--- src/rtl/seq_pkg.sv ---
// seq_pkg: shared definitions for the card-sequence result packer.
//   PACK_W      default number of result bits per packed word
//   LEN_W       width of length / hit-count fields for the default PACK_W
//   acc_state_t accumulator FSM state encoding
package seq_pkg;

  localparam int PACK_W = 8;
  localparam int LEN_W  = $clog2(PACK_W + 1);

  typedef enum logic [1:0] {
    ACC_EMPTY = 2'd0,  // no bits held
    ACC_FILL  = 2'd1,  // partial word, burst still running
    ACC_FULL  = 2'd2   // word complete or flush pending, waiting for the slot
  } acc_state_t;

endpackage

--- src/rtl/seq_popcount.sv ---
// seq_popcount: purely combinational population count.
//   bits  : input word of W bits
//   count : number of ones in bits (0..W)
module seq_popcount #(
  parameter int W  = 8,
  parameter int CW = $clog2(W + 1)
) (
  input  logic [W-1:0]  bits,
  output logic [CW-1:0] count
);

  // Running sum chain; partial[k] holds the count of bits[k-1:0].
  logic [CW-1:0] partial [0:W];

  assign partial[0] = '0;

  for (genvar gi = 0; gi < W; gi++) begin : g_sum
    assign partial[gi+1] = partial[gi] + CW'(bits[gi]);
  end

  assign count = partial[W];

endmodule

--- src/rtl/seq_result_packer.sv ---
// seq_result_packer: packs the checker's 1-bit result stream LSB-first into
// PACK_W-bit words, flushing a partial word at the end of every burst.
//   clk       : clock, all state on the rising edge
//   rst_n     : synchronous reset, active HIGH (name inherited from codebase)
//   in_valid  : result strobe (no backpressure possible upstream)
//   in_data   : result bit
//   out_ready : consumer accepts the current word
//   out_valid : word available in the output slot
//   out_data  : packed results, first result in bit 0, unused bits zero
//   out_len   : number of valid bits in out_data (1..PACK_W)
//   out_hits  : popcount of out_data
//   overflow  : sticky, a result was dropped because both stages were full
module seq_result_packer
  import seq_pkg::*;
#(
  parameter int PACK_W_P = seq_pkg::PACK_W,
  parameter int CNT_W    = $clog2(PACK_W_P + 1)
) (
  input  logic                clk,
  input  logic                rst_n,
  input  logic                in_valid,
  input  logic                in_data,
  input  logic                out_ready,
  output logic                out_valid,
  output logic [PACK_W_P-1:0] out_data,
  output logic [CNT_W-1:0]    out_len,
  output logic [CNT_W-1:0]    out_hits,
  output logic                overflow
);

  localparam logic [CNT_W-1:0] FULL_CNT = CNT_W'(PACK_W_P);

  acc_state_t          state_reg;
  logic [PACK_W_P-1:0] acc_reg;
  logic [CNT_W-1:0]    acc_cnt_reg;
  logic                prev_valid_reg;

  logic                slot_free;
  logic [PACK_W_P-1:0] acc_ins;
  logic [CNT_W-1:0]    cnt_inc;
  logic                load_en;
  logic [PACK_W_P-1:0] load_word;
  logic [CNT_W-1:0]    load_len;
  logic [CNT_W-1:0]    load_hits;
  logic                burst_end;

  // Slot can take a word this cycle if it is empty or being drained now.
  assign slot_free = !out_valid || out_ready;
  assign acc_ins   = acc_reg | (PACK_W_P'(in_data) << acc_cnt_reg);
  assign cnt_inc   = acc_cnt_reg + CNT_W'(1);
  assign burst_end = !in_valid && prev_valid_reg && (acc_cnt_reg != '0);

  // Select what (if anything) is loaded into the output slot this cycle.
  // A word completing right now bypasses the accumulator register.
  always_comb begin
    load_en   = 1'b0;
    load_word = acc_reg;
    load_len  = acc_cnt_reg;
    case (state_reg)
      ACC_FULL: begin
        load_en = slot_free;
      end
      default: begin
        if (in_valid) begin
          if (cnt_inc == FULL_CNT && slot_free) begin
            load_en   = 1'b1;
            load_word = acc_ins;
            load_len  = FULL_CNT;
          end
        end else if (burst_end && slot_free) begin
          load_en = 1'b1;
        end
      end
    endcase
  end

  // Hit count is taken from the word being loaded so the slot output is
  // purely registered.
  seq_popcount #(
    .W  (PACK_W_P),
    .CW (CNT_W)
  ) u_popcount (
    .bits  (load_word),
    .count (load_hits)
  );

  always_ff @(posedge clk) begin
    if (rst_n) begin
      state_reg      <= ACC_EMPTY;
      acc_reg        <= '0;
      acc_cnt_reg    <= '0;
      prev_valid_reg <= 1'b0;
      out_valid      <= 1'b0;
      out_data       <= '0;
      out_len        <= '0;
      out_hits       <= '0;
      overflow       <= 1'b0;
    end else begin
      prev_valid_reg <= in_valid;

      // Output slot: reload wins over a plain drain in the same cycle.
      if (load_en) begin
        out_valid <= 1'b1;
        out_data  <= load_word;
        out_len   <= load_len;
        out_hits  <= load_hits;
      end else if (out_ready) begin
        out_valid <= 1'b0;
      end

      case (state_reg)
        ACC_FULL: begin
          if (slot_free) begin
            // Accumulator moves to the slot; a simultaneous bit starts afresh.
            if (in_valid) begin
              acc_reg     <= PACK_W_P'(in_data);
              acc_cnt_reg <= CNT_W'(1);
              state_reg   <= ACC_FILL;
            end else begin
              acc_reg     <= '0;
              acc_cnt_reg <= '0;
              state_reg   <= ACC_EMPTY;
            end
          end else if (in_valid) begin
            overflow <= 1'b1;
          end
        end
        default: begin
          if (in_valid) begin
            if (cnt_inc == FULL_CNT) begin
              if (slot_free) begin
                acc_reg     <= '0;
                acc_cnt_reg <= '0;
                state_reg   <= ACC_EMPTY;
              end else begin
                acc_reg     <= acc_ins;
                acc_cnt_reg <= cnt_inc;
                state_reg   <= ACC_FULL;
              end
            end else begin
              acc_reg     <= acc_ins;
              acc_cnt_reg <= cnt_inc;
              state_reg   <= ACC_FILL;
            end
          end else if (burst_end) begin
            if (slot_free) begin
              acc_reg     <= '0;
              acc_cnt_reg <= '0;
              state_reg   <= ACC_EMPTY;
            end else begin
              // Partial word waits in place, acc_cnt keeps its true length.
              state_reg <= ACC_FULL;
            end
          end
        end
      endcase
    end
  end

endmodule

--- config.mk ---
export PLATFORM = sky130hd
export DESIGN_NAME = seq_result_packer
export DESIGN_NICKNAME = d
export VERILOG_FILES = /design/src/rtl/seq_pkg.sv /design/src/rtl/seq_popcount.sv /design/src/rtl/seq_result_packer.sv
export SDC_FILE = /design/constraint.sdc
export NUM_CORES = 1
export LEC_CHECK = 0
export ABC_AREA = 1
export CORE_MARGIN = 3
export CORE_UTILIZATION = 30
export CTS_BUF_LIST = sky130_fd_sc_hd__clkbuf_4 sky130_fd_sc_hd__clkbuf_8
export DETAILED_ROUTE_END_ITERATION = 16
export PLACE_DENSITY_LB_ADDON = 0.3
export SETUP_SLACK_MARGIN = 0.5
export SYNTH_ARGS = -nofsm -noshare
export SYNTH_HDL_FRONTEND = slang
export SYNTH_SLANG_ARGS = --single-unit
--- constraint.sdc ---
create_clock -name clk -period 3.12 [get_ports clk]
set_input_delay 0.624 -clock clk [delete_from_list [all_inputs] [get_ports clk]]
set_output_delay 0.624 -clock clk [all_outputs]
set_load 0.05 [all_outputs]
==> results of run 1 <==
where the power goes:
part | switching (mW) | leakage, nW | internal [mW] | total [mW]
clock | 0.149 | 0.0484 | 0.163 | 0.312
sequential | 0.0134 | 0.270 | 0.440 | 0.453
combinational | 0.109 | 0.655 | 0.0628 | 0.172
total | 0.272 | 0.974 | 0.666 | 0.937
routing by layer:
metal / vias up / global-route usage / wire length (um)
met5: - / 0 / 0
met4: 0 / 0.0399 / 67
met3: 7 / 0.0296 / 127
met2: 23 / 0.195 / 1730
met1: 695 / 0.155 / 1780
li1: 788 / - / -
worst max-delay path, delay by kind of cell, from the launching register on:
| family | cells | cell delay [ns] |
|---|---|---|
| AND/OR/NAND/NOR | 7 | 0.61 |
| flip-flops | 1 | 0.38 |
| buffers and inverters | 3 | 0.16 |
| adder cells (fa/ha/maj) | 4 | 1.34 |
cell type report:
type | instances | area share
clock buffer | 6 | 0.0344
sequential | 33 | 0.302
tap | 72 | 0.0406
multi-input combinational | 158 | 0.419
timing repair buffer | 36 | 0.145
clock inverter | 2 | 0.00451
inverter | 32 | 0.0541
repair_timing:
item / CTS / global route
cloned: 0 / 0
endpoints found under the setup margin: 3 / 2
pin swaps: 5 / 8
buffers inserted: 1 / 6
gates resized for setup: 10 / 5
per-stage QoR:
stage	power, mW	hold slack [ns]
finish	0.937	0.462
CTS	0.942	0.467
global placement	0.624	0.447
floorplan	0.577	0.436
global route	0.987	0.488
detailed placement	0.626	0.452
Yosys cell counts:
master,number
sky130_fd_sc_hd__nand2_1,48
sky130_fd_sc_hd__dfxtp_1,33
sky130_fd_sc_hd__inv_1,27
sky130_fd_sc_hd__nor2_1,27
sky130_fd_sc_hd__a21oi_1,15
sky130_fd_sc_hd__nand3_1,15
sky130_fd_sc_hd__nand3b_1,11
sky130_fd_sc_hd__nor2_2,11
sky130_fd_sc_hd__clkbuf_1,8
sky130_fd_sc_hd__o21ai_0,7
sky130_fd_sc_hd__ha_1,6
sky130_fd_sc_hd__nand2_2,5
sky130_fd_sc_hd__fa_1,4
sky130_fd_sc_hd__inv_2,4
sky130_fd_sc_hd__buf_6,2
sky130_fd_sc_hd__nand2_4,2
sky130_fd_sc_hd__nand4_1,2
sky130_fd_sc_hd__a22oi_1,1
sky130_fd_sc_hd__a31oi_1,1
sky130_fd_sc_hd__buf_2,1
sky130_fd_sc_hd__clkinv_1,1
sky130_fd_sc_hd__nand3_4,1
sky130_fd_sc_hd__nor2_4,1
sky130_fd_sc_hd__xnor2_1,1
kinds of logic after synthesis:
family	count (synthesis)	share of synthesized area
buf+inv	43	0.103
simple gates	123	0.349
flops	33	0.382
xor+xnor	1	0.00507
compound gates	24	0.0716
fa+ha+maj	10	0.0897
final timing paths:
check                                    start  slack, ns  cells past startpoint           to
worst max-delay path            acc_cnt_reg[0]       0.56                     14  out_hits[1]
worst min register to register      out_len[0]       0.46                      2   out_len[0]
worst min-delay path                out_len[0]       0.46                      2   out_len[0]
worst max register to register  acc_cnt_reg[0]       0.56                     14  out_hits[1]
==> run summary, run 1 <==
outcome - finished clean
Yosys warnings - 0
cell with the largest stage delay on the worst path - sky130_fd_sc_hd__fa_1
placement-stage worst setup slack - -0.135 ns
pin count of the biggest net entering global routing - 19
dominant cells by area after synthesis - sky130_fd_sc_hd__dfxtp_1 (38%), sky130_fd_sc_hd__nand2_1 (10%), sky130_fd_sc_hd__inv_1 (5.9%), sky130_fd_sc_hd__nor2_1 (5.9%), sky130_fd_sc_hd__nand3b_1 (4.8%)
detailed router's first-iteration violation count - 82
signed area change from the synthesized netlist to the final layout - 28.4%
Min Clock Period, post-route - 2.56 ns
Sequential Area - 671 um^2
via count of the first global-routing pass - 1416
clock latency reported for the late side of the worst-skew pair - 0.28 ns
overall routed net length - 3700 um
unrepaired setup endpoints after global routing - true
final hold vios - 0
worst-case clock skew - 0.00564 ns
maximum buffer depth of the clock tree - 2
ordered list of cells on the worst path - ha_4 -> inv_1 -> nand2_1 -> nand2_2 -> nor2_4 -> nand4_1 -> nand2_2 -> fa_1 -> fa_2 -> inv_2 -> fa_1 -> inv_1 -> nor2_2 -> nor2_1
Std-Cell Rows - 27
number of placed instances with taps included - 324
global placement routability congestion - 0.827
half-perimeter wire length after placement - 2700 um
filler cell count - 584
cells after synthesis - 234
required time of the critical path - 3.34 ns
Tcrit/Tclk final - 0.822
Critical Path Start Type - flop
type of destination of the critical path - flop
number of setup violations in the final report - 0
number of sinks driven by the clock tree - 33
TritonRoute pass-1 iters - 4
sequential share of the synthesized area - 0.382
y dimension of the die - 81.9 um
arrival time reported for the critical path endpoint - 2.78 ns
effective utilization at floorplan - 0.312
final core utilization - 0.401
wire length of the first global-routing pass - 6310 um
number of library cell types mapped by synthesis - 24
Synth area leader - sky130_fd_sc_hd__dfxtp_1
Min-Delay Path Class - reg -> reg
Die Width - 81.9 um
type of the worst setup path - reg -> reg
final net count - 281
initial antenna violation count - 0
total number of vias - 1513
layout cells sized above 1 - 0.217
core region area - 0.00554 mm^2
non-filler cells in the finished layout - 339
share of the synthesized area in the top cell type - 0.382
antenna violation net count after detailed routing - 0
Port-buffer cells - 22
per-cell via count in the routed design - 4.46
leading cell type in the layout, fill and taps excluded - sky130_fd_sc_hd__nand2_1
max-cap violation count - 0
top library cells by usage in the layout, fill and taps aside - sky130_fd_sc_hd__nand2_1 (46), sky130_fd_sc_hd__dfxtp_1 (29), sky130_fd_sc_hd__inv_1 (26)
total CTS buffers - 5
number of pins exceeding their max-slew limit in the final report - 0
root buffer cell - sky130_fd_sc_hd__clkbuf_8
clock transition at the registers of the reported paths - 0.07 ns
fin area - 0.00222 mm^2
global routing usage summed across all routing layers - 0.120
slowest stage delay, CP - 0.43 ns
transition time of the tightest slew-check pin - 0.507 ns
worst max-slew margin expressed relative to the limit - 0.661
Die Area - 0.00671 mm^2
power per cell area - 422 mW/mm^2
Achievable Freq - 390 MHz
leakage dissipation - 0.974 nW
number of antenna cells inserted - 0
number of top-level design ports - 23
net count after synthesis - 249
Max Fanout on Critical Path - 4
number of register bits inferred by synthesis - 33
count of unresolved DRC violations after routing - 0
maximum VDD drop - 166 uV
setup TNS - 0 ns
CTS Hold Buffers Added - 0
average wire per cell in the routed design - 10.9 um
multi-input gate area in the final layout - 931 um^2
H-tree Lvls - 2
mean post-synth cell area - 7.39 um^2
placement-stage cell area - 0.00205 mm^2
netlist area before placement - 0.00173 mm^2
clock tree from TritonCTS - done
GRT Residual Overflow - 0
post-route setup slack - 0.555 ns
Power figures use the tool's default switching activity.
==> run 2, diff against run 1 <==
==> constraint.sdc (replaced) <==
create_clock -name clk -period 2.1 [get_ports clk]
set_input_delay 0.42 -clock clk [delete_from_list [all_inputs] [get_ports clk]]
set_output_delay 0.42 -clock clk [all_outputs]
set_load 0.05 [all_outputs]
==> run 2 against run 1 <==
Compared with the run above:
- core utilization up 4.9 points
- combinational power up 62%
- largest cell class unchanged
- die area is the same
- the flow now finishes with violations (negative setup slack)
- sequential share of layout area shrank 3.2 points
==> run summary, run 2 (same netlist as run 1, synthesis figures left out) <==
outcome - complete, but fails checks (was finished clean)
violations in the final reports - negative setup slack
number of setup violations in the final report - 5 (was 0)
clock tree from TritonCTS - done (unchanged)
Max Fanout on Critical Path - 5 (was 4)
unrepaired setup endpoints after global routing - true (unchanged)
per-cell via count in the routed design - 4.45 (was 4.46)
y dimension of the die - 81.9 um (unchanged)
type of the worst setup path - reg -> reg (unchanged)
cell family with the largest share of critical-path delay - adder cells (unchanged)
number of sinks driven by the clock tree - 33 (unchanged)
start of the worst register-to-register path - acc_cnt_reg[0] (unchanged)
average wire per cell in the routed design - 11.3 um (was 10.9 um)
antenna violation net count after detailed routing - 0 (unchanged)
cell with the largest stage delay on the worst path - sky130_fd_sc_hd__fa_1 (unchanged)
overall routed net length - 4130 um (was 3700 um)
worst max-slew margin expressed relative to the limit - 0.675 (was 0.661)
fraction of power spent switching nets - 0.307 (was 0.290)
Critical Path Start Type - flop (unchanged)
detailed router's first-iteration violation count - 71 (was 82)
end of the worst register-to-register path - out_hits[1] (unchanged)
CTS Hold Buffers Added - 0 (unchanged)
count of unresolved DRC violations after routing - 0 (unchanged)
hold-critical path depth - 2 (unchanged)
sum of internal, switching and leakage power - 1.43 mW (was 937 uW)
H-tree Lvls - 2 (unchanged)
clock transition at the registers of the reported paths - 0.08 ns (was 0.07 ns)
leakage dissipation - 1.18 nW (was 0.974 nW)
power per cell area - 572 mW/mm^2 (was 422 mW/mm^2)
max-cap violation count - 0 (unchanged)
final net count - 308 (was 281)
top library cells by usage in the layout, fill and taps aside - sky130_fd_sc_hd__nand2_1 (45), sky130_fd_sc_hd__dfxtp_1 (29), sky130_fd_sc_hd__buf_4 (28) (was sky130_fd_sc_hd__nand2_1 (46), sky130_fd_sc_hd__dfxtp_1 (29), sky130_fd_sc_hd__inv_1 (26))
power share of the sequential group - 0.471 (was 0.484)
arrival time reported for the critical path endpoint - 2.76 ns (was 2.78 ns)
Min Clock Period, post-route - 2.52 ns (was 2.56 ns)
number of top-level design ports - 23 (unchanged)
clock latency reported for the late side of the worst-skew pair - 0.29 ns (was 0.28 ns)
GRT Residual Overflow - 0 (unchanged)
global placement routability congestion - 0.848 (was 0.827)
non-filler cells in the finished layout - 366 (was 339)
maximum VDD drop - 281 uV (was 166 uV)
leading cell type in the layout, fill and taps excluded - sky130_fd_sc_hd__nand2_1 (unchanged)
number of pins exceeding their max-slew limit in the final report - 0 (unchanged)
total number of vias - 1630 (was 1513)
minimum setup slack among reg-to-reg paths - -0.42 ns (was 0.56 ns)
combinational fraction of design power - 0.196 (was 0.184)
fin area - 0.00249 mm^2 (was 0.00222 mm^2)
type of destination of the critical path - flop (unchanged)
Achievable Freq - 397 MHz (was 390 MHz)
post-route setup slack - -0.420 ns (was 0.555 ns)
R2R cell count - 13 (was 14)
wire length of the first global-routing pass - 6870 um (was 6310 um)
Min-Delay Path Class - reg -> reg (unchanged)
required time of the critical path - 2.34 ns (was 3.34 ns)
Die Width - 81.9 um (unchanged)
root buffer cell - sky130_fd_sc_hd__clkbuf_8 (unchanged)
transition time of the tightest slew-check pin - 0.489 ns (was 0.507 ns)
layout cells sized above 1 - 0.310 (was 0.217)
TritonRoute pass-1 iters - 4 (unchanged)
signed area change from the synthesized netlist to the final layout - 44.2% (was 28.4%)
number of buffer and inverter instances along the worst setup path - 2 (was 3)
core region area - 0.00554 mm^2 (unchanged)
switching power total - 438 uW (was 272 uW)
pin count of the biggest net entering global routing - 18 (was 19)
effective utilization at floorplan - 0.312 (unchanged)
worst-case hold path end point - out_len[1] (was out_len[0])
global routing usage summed across all routing layers - 0.133 (was 0.120)
maximum buffer depth of the clock tree - 2 (unchanged)
final hold vios - 0 (unchanged)
slowest stage delay, CP - 0.44 ns (was 0.43 ns)
Clk pwr share - 0.334 (was 0.333)
beginning of the worst hold path - out_len[1] (was out_len[0])
total CTS buffers - 5 (unchanged)
Std-Cell Rows - 27 (unchanged)
cell-internal power - 988 uW (was 666 uW)
Tcrit/Tclk final - 1.20 (was 0.822)
half-perimeter wire length after placement - 2820 um (was 2700 um)
Port-buffer cells - 22 (unchanged)
number of placed instances with taps included - 343 (was 324)
worst-case clock skew - 0.00984 ns (was 0.00564 ns)
Die Area - 0.00671 mm^2 (unchanged)
via count of the first global-routing pass - 1513 (was 1416)
ordered list of cells on the worst path - ha_4 -> nand2_1 -> nand2_2 -> nor2_4 -> nand4_1 -> nand2_2 -> fa_1 -> fa_2 -> inv_2 -> fa_1 -> inv_1 -> nor2_2 -> nor2_1 (was ha_4 -> inv_1 -> nand2_1 -> nand2_2 -> nor2_4 -> nand4_1 -> nand2_2 -> fa_1 -> fa_2 -> inv_2 -> fa_1 -> inv_1 -> nor2_2 -> nor2_1)
placement-stage cell area - 0.00221 mm^2 (was 0.00205 mm^2)
initial antenna violation count - 0 (unchanged)
number of antenna cells inserted - 0 (unchanged)
run 2: per-stage QoR:
| stage | TNS (ns) | worst slack [ns] | hold slack, ns | util |
|---|---|---|---|---|
| 4_1_cts | -1.45 | -0.413 | 0.465 | 0.439 |
| 5_1_grt | -2.17 | -0.555 | 0.483 | 0.450 |
| 3_3_place_gp | -2.65 | -0.841 | 0.449 | 0.399 |
| 3_5_place_dp | -2.77 | -0.872 | 0.453 | 0.399 |
| 2_1_floorplan | -0.754 | -0.339 | 0.435 | - |
| 6_report | -1.55 | -0.420 | 0.462 | 0.450 |
run 2: what timing repair did:
action / CTS / global route
gates resized for setup: 39 / 21
endpoints found under the setup margin: 25 / 37
pin swaps: 13 / 6
buffers inserted: 13 / 2
run 2: how the worst max path moves through the flow:
stage / to / slack [ns] / depth (start not counted) / start
after global placement: out_hits[1] / -0.84 / 12 / in_valid
after CTS: out_hits[1] / -0.41 / 14 / acc_cnt_reg[0]
after global routing: out_hits[1] / -0.55 / 14 / acc_cnt_reg[0]
after detailed placement: out_hits[1] / -0.87 / 12 / out_ready
final: out_hits[1] / -0.42 / 13 / acc_cnt_reg[0]
after floorplan: out_hits[1] / -0.34 / 14 / acc_cnt_reg[1]
run 2: per-layer routing:
layer | part of all wire | global-route usage | routed length, um | up-vias
met4 | 0.014 | 0.0449 | 56 | 0
met5 | 0 | 0 | 0 | -
met1 | 0.47 | 0.177 | 1930 | 749
met2 | 0.48 | 0.212 | 1990 | 25
li1 | - | - | - | 851
met3 | 0.036 | 0.0296 | 148 | 5
run 2: area by class of cell:
type,count,area (um^2)
Clock buffer,5,68.8
Clock inverter,3,16.3
Fill cell,560,3050
Inverter,32,125
Multi-Input combinational cell,158,953
Sequential cell,33,673
Tap cell,72,90.1
Timing Repair Buffer,63,567
run 2: power groups by stage:
stage          clock network (mW)  registers (mW)  logic [mW]
2_1_floorplan                   0           0.737       0.122
3_3_place_gp                    0           0.684       0.270
3_5_place_dp                    0           0.684       0.272
4_1_cts                     0.487           0.670       0.266
5_1_grt                     0.522           0.674       0.307
6_report                    0.476           0.671       0.279
run 2: worst register-to-register path: stages, from the launching register on:
cell	delay [ns]
sky130_fd_sc_hd__dfxtp_4	0.37
sky130_fd_sc_hd__ha_4	0.16
sky130_fd_sc_hd__nand2_1	0.07
sky130_fd_sc_hd__nand2_2	0.07
sky130_fd_sc_hd__nor2_4	0.08
sky130_fd_sc_hd__nand4_1	0.11
sky130_fd_sc_hd__nand2_2	0.10
sky130_fd_sc_hd__fa_1	0.44
sky130_fd_sc_hd__fa_2	0.42
sky130_fd_sc_hd__inv_2	0.07
sky130_fd_sc_hd__fa_1	0.39
sky130_fd_sc_hd__inv_1	0.07
sky130_fd_sc_hd__nor2_2	0.04
sky130_fd_sc_hd__nor2_1	0.07
